==> src/rtl/lfsr_rng_arbiter.sv <==
// lfsr_rng_arbiter
//   Round-robin scheduler sharing one external 8-bit LFSR among NREQ
//   requesters. A winner gets the LFSR advanced STEPS positions; the
//   resulting byte is returned with a one-cycle one-hot grant pulse.
//
// Ports
//   clk        rising-edge clock
//   reset      synchronous active-high reset
//   req        request lines, bit i = requester i (sampled in IDLE only)
//   gnt        one-hot grant pulse, rnd_data valid while any bit is high
//   rnd_data   random byte for the granted requester, held until next grant
//   busy       grant sequence in progress (STEP/RESP/DONE)
//   lfsr_step  LFSR advance enable, one shift per cycle while high
//   lfsr_val   current LFSR state
//   grant_cnt  (LFSR_ARB_STATS_EN only) 16-bit saturating grant counter
//              per requester, requester i in bits [16i+15:16i]
//
// Build option: define LFSR_ARB_STATS_EN to add grant_cnt.
module lfsr_rng_arbiter #(
  parameter int NREQ  = 4,
  parameter int STEPS = 1
) (
  input  logic            clk,
  input  logic            reset,
  input  logic [NREQ-1:0] req,
  output logic [NREQ-1:0] gnt,
  output logic [7:0]      rnd_data,
  output logic            busy,
  output logic            lfsr_step,
  input  logic [7:0]      lfsr_val
`ifdef LFSR_ARB_STATS_EN
  ,
  output logic [NREQ*16-1:0] grant_cnt
`endif
);

  localparam int IW = (NREQ > 1) ? $clog2(NREQ) : 1;

  typedef enum logic [1:0] {IDLE, STEP, RESP, DONE} state_e;

  state_e          state_q, state_d;
  logic [IW-1:0]   win_q, win_d;
  logic [IW-1:0]   last_q, last_d;
  logic [3:0]      cnt_q, cnt_d;
  logic [NREQ-1:0] gnt_q, gnt_d;
  logic [7:0]      rnd_q, rnd_d;

  // Round-robin pick: scan starting one past the last winner.
  logic          found;
  logic [IW-1:0] pick;
  logic [IW-1:0] cand;

  always_comb begin
    found = 1'b0;
    pick  = '0;
    cand  = '0;
    for (int k = 1; k <= NREQ; k++) begin
      cand = IW'((int'(last_q) + k) % NREQ);
      if (!found && req[cand]) begin
        found = 1'b1;
        pick  = cand;
      end
    end
  end

  always_comb begin
    state_d = state_q;
    win_d   = win_q;
    last_d  = last_q;
    cnt_d   = cnt_q;
    gnt_d   = '0;       // grant is a single-cycle pulse
    rnd_d   = rnd_q;
    case (state_q)
      IDLE: if (found) begin
        win_d   = pick;
        last_d  = pick;
        cnt_d   = 4'(STEPS);
        state_d = STEP;
      end
      STEP: begin
        cnt_d = cnt_q - 4'd1;
        if (cnt_q == 4'd1) state_d = RESP;
      end
      RESP: begin
        // LFSR has absorbed its last shift; capture and announce.
        rnd_d   = lfsr_val;
        gnt_d   = {{(NREQ-1){1'b0}}, 1'b1} << win_q;
        state_d = DONE;
      end
      DONE:    state_d = IDLE;
      default: state_d = IDLE;
    endcase
  end

  always_ff @(posedge clk) begin
    if (reset) begin
      state_q <= IDLE;
      win_q   <= '0;
      last_q  <= IW'(NREQ - 1);   // requester 0 gets first priority
      cnt_q   <= '0;
      gnt_q   <= '0;
      rnd_q   <= 8'h00;
    end else begin
      state_q <= state_d;
      win_q   <= win_d;
      last_q  <= last_d;
      cnt_q   <= cnt_d;
      gnt_q   <= gnt_d;
      rnd_q   <= rnd_d;
    end
  end

  assign gnt       = gnt_q;
  assign rnd_data  = rnd_q;
  assign busy      = (state_q != IDLE);
  assign lfsr_step = (state_q == STEP);

`ifdef LFSR_ARB_STATS_EN
  logic [NREQ-1:0][15:0] stat_q, stat_d;

  always_comb begin
    stat_d = stat_q;
    for (int i = 0; i < NREQ; i++)
      if (gnt_q[i] && stat_q[i] != 16'hFFFF) stat_d[i] = stat_q[i] + 16'd1;
  end

  always_ff @(posedge clk) begin
    if (reset) stat_q <= '0;
    else       stat_q <= stat_d;
  end

  assign grant_cnt = stat_q;
`endif

endmodule
==> config.mk <==
export PLATFORM = sky130hd
export DESIGN_NAME = lfsr_rng_arbiter
export DESIGN_NICKNAME = d
export VERILOG_FILES = /design/src/rtl/lfsr_rng_arbiter.sv
export SDC_FILE = /design/constraint.sdc
export NUM_CORES = 1
export LEC_CHECK = 0
export CAP_MARGIN = 5
export CORE_UTILIZATION = 60
export CTS_CLUSTER_DIAMETER = 150
export DETAILED_ROUTE_END_ITERATION = 8
export DONT_BUFFER_PORTS = 1
export GPL_TIMING_DRIVEN = 0
export PLACE_DENSITY = 0.76
export SYNTH_ARGS = -nofsm -noshare
export SYNTH_HDL_FRONTEND = slang
export SYNTH_SLANG_ARGS = --single-unit
export TNS_END_PERCENT = 20
==> constraint.sdc <==
create_clock -name clk -period 2.05 [get_ports clk]
set_input_delay 0.41 -clock clk [delete_from_list [all_inputs] [get_ports clk]]
set_output_delay 0.41 -clock clk [all_outputs]
set_load 0.01 [all_outputs]
==> reports/summary.txt <==
Final Critical Period = 1760 ps
Crit Path Category = flip-flop to primary output
Slowest CP cell = dfxtp_1
Drt first pass iters = 6
Hold WC Path Type = input port to flip-flop
Final Hold Vio Count = 0
Port Buf Inserts = 0
Top post-synthesis cells by area = dfxtp_1, mux2i_1, nor2_1
Post-synth EDFFs = 0
DR WL/cell = 12.8 um
Rows = 14
Delay-heaviest family, CP = buffers and inverters
Sequential share of the synthesized area = 42.4%
Clk Tree Root Cell = clkbuf_4
Clk_lat worst skew = 300 ps
Netlist cell types = 32
Top cell type by total area after synthesis = dfxtp_1
Final Max Tran Viols = 0
Area growth syn-to-layout = 6.98%
FF+latch count, synth = 22
Worst rel slew slack = 72.7%
Vias after detailed routing = 803
Failing checks = DRC
Max Clk Rate = 567 MHz
Global-route wire length before repair = 2990 um
Via density = 5.95
Mean cell area of the mapped netlist = 9.04 um2
Prevailing post-synth register cell = dfxtp_1
Start point of the critical path = state_q[1]
DRT antenna net count = 0
Total power = 1.56 mW
Hold WS = 258 ps
Vias in the first global route = 732
Clock buffer depth = 2
Post-Route WL = 1730 um
Total Die Area = 1900 um2
CTS tree = yes
Initial core utilization = 66.7%
Clk sinks = 22
Post-Syn Nets = 134
Critical Path RT = 1640 ps
Top-level I/O count = 28
Synth top area share = 42.4%
Post-synth top cells = dfxtp_1, nor2_1, inv_1
GRT Residual Overflow = 0
CORE AREA = 1560 um2
Cells after Synth = 115
CTS hold repair buffers = 0
Pre-CTS setup slack = 400 ps
Ys async rst share = 0%
Setup TNS = 0 ps
Peak supply drop = 0.943 mV
Worst-margin pin slew = 410 ps
Crit path largest cell delay = 340 ps
Fillers = 137
N_diodes = 0
Nets = 139
Die extent in x = 43.6 um
Ratio of cells with drive above 1 in the final layout = 6.72%
Leakage = 0.449 nW
Most used cell along the critical path = inv_1
Clock transition at path regs = 120 ps
Outcome = finished with violations
Largest net degree at the start of global routing = 14
RSZ-0062 raised after global routing = false
GRT Overall Usage = 21.0%
Post-Syn Area = 1040 um2
Setup bufs post-CTS = 0
FF-to-FF Start = state_q[1]
Worst path buffer plus inverter count = 3
Ys Warns = 0
Crit Path Max Fanout = 9
CTS resizes = 0
Max-cap violations = 0
Count leader, synth = dfxtp_1
Iteration-0 DRC count of the detailed router = 24
Worst setup EP type = primary output
Power Dens Cells = 1410 nW/um2
CP Launch Type = flip-flop
Worst Slack Setup Final = 286 ps
DP HPWL = 1320 um
Worst path cell trace = inv_1, ha_1, clkbuf_1, inv_1
CTS H-tree depth = 1
Final Cycle Share = 86.1%
DRC = 5
Hold Startpoint = lfsr_val[0]
Die Ht = 43.6 um
Final GP Congestion = 0.723
# setup viols final = 0
Initial antenna violation count = 0
Clock Skew = 6.00 ps
Worst EP arrival = 1350 ps
Num CTS Buffers = 3
[cells by family (layout without fill, tap and decap cells)]
group / after synthesis / count (layout) / synth area share (%)
fa+ha+maj: 5 / 5 / 6.02
compound gates: 21 / 21 / 14.1
simple gates: 43 / 43 / 22.6
flops: 22 / 22 / 42.4
mux: 10 / 10 / 9.75
buf+inv: 14 / 18 / 5.17
[registers in the layout, summed over array words and instances, names as in the netlist]
register  cells
state_q       2
cnt_q         4
rnd_data      8
last_q        2
gnt           4
win_q         2
[per-stage QoR]
stage	util (%)	cell area, um2	instances
CTS	71.3	1110	135
finish	71.3	1110	135
global route	71.3	1110	135
floorplan	-	1040	115
detailed placement	68.0	1060	131
global placement	68.0	1060	131
[worst paths after layout]
kind                               endpoint  slack [ps]  cells past startpoint
worst max-delay path                   busy         290                      4
worst min-delay path            rnd_data[0]         260                      2
worst max register to register     win_q[1]         350                      7
worst min register to register       gnt[1]         490                      1
[layout make-up]
cell class,count,area [um2],area share [%]
Multi-Input combinational cell,79,546,49.0
Sequential cell,22,440,39.6
Inverter,10,37.5,3.37
Clock inverter,1,30.0,2.70
Clock buffer,3,22.5,2.02
Tap cell,16,20.0,1.80
Buffer,4,16.3,1.46
[worst reg2reg max path, stage by stage (launching register included)]
cell	delay, ps
dfxtp_1	340
inv_1	90
ha_1	140
clkbuf_1	300
inv_1	180
nor2_1	260
o311ai_1	180
a21oi_1	140
[metal layers]
layer | track usage (%) | part of all wire, %
met1 | 26.8 | 47
met2 | 33.7 | 45
met3 | 4.58 | 7.6
met4 | 9.38 | 0.92
met5 | 0 | 0
[cell usage in the layout, fill, tap and decap left out]
cell / netlist / routed
or4_1: 1 / 1
dfxtp_1: 22 / 22
and3_1: 1 / 1
a311oi_1: 1 / 1
a22oi_2: 1 / 1
nand2_1: 7 / 7
bufinv_16: 0 / 1
o32ai_1: 2 / 2
mux2i_1: 9 / 9
a211oi_1: 2 / 2
nand2b_1: 2 / 2
nor3b_1: 2 / 2
o311ai_1: 1 / 1
nor2_1: 17 / 17
o21ai_1: 1 / 1
and3b_1: 1 / 1
o221ai_1: 2 / 2
buf_2: 1 / 1
mux2_1: 1 / 1
o22a_1: 1 / 1
clkbuf_4: 0 / 3
a21oi_1: 7 / 7
and3b_2: 1 / 1
clkbuf_1: 3 / 3
o21bai_1: 1 / 1
or3b_1: 2 / 2
inv_1: 10 / 10
or3_1: 1 / 1
nor4_4: 1 / 1
ha_1: 5 / 5
o21ai_0: 2 / 2
nand3b_1: 1 / 1
nor3_1: 4 / 4
nor2b_1: 2 / 2
[report_power, final]
group          internal [mW]  switching (mW)  total, mW
clock network          0.197           0.125      0.323
registers              0.535           0.113      0.648
logic                  0.259           0.334      0.593
total                  0.991           0.572       1.56
Note: power is estimated with default switching activity, not from simulation.
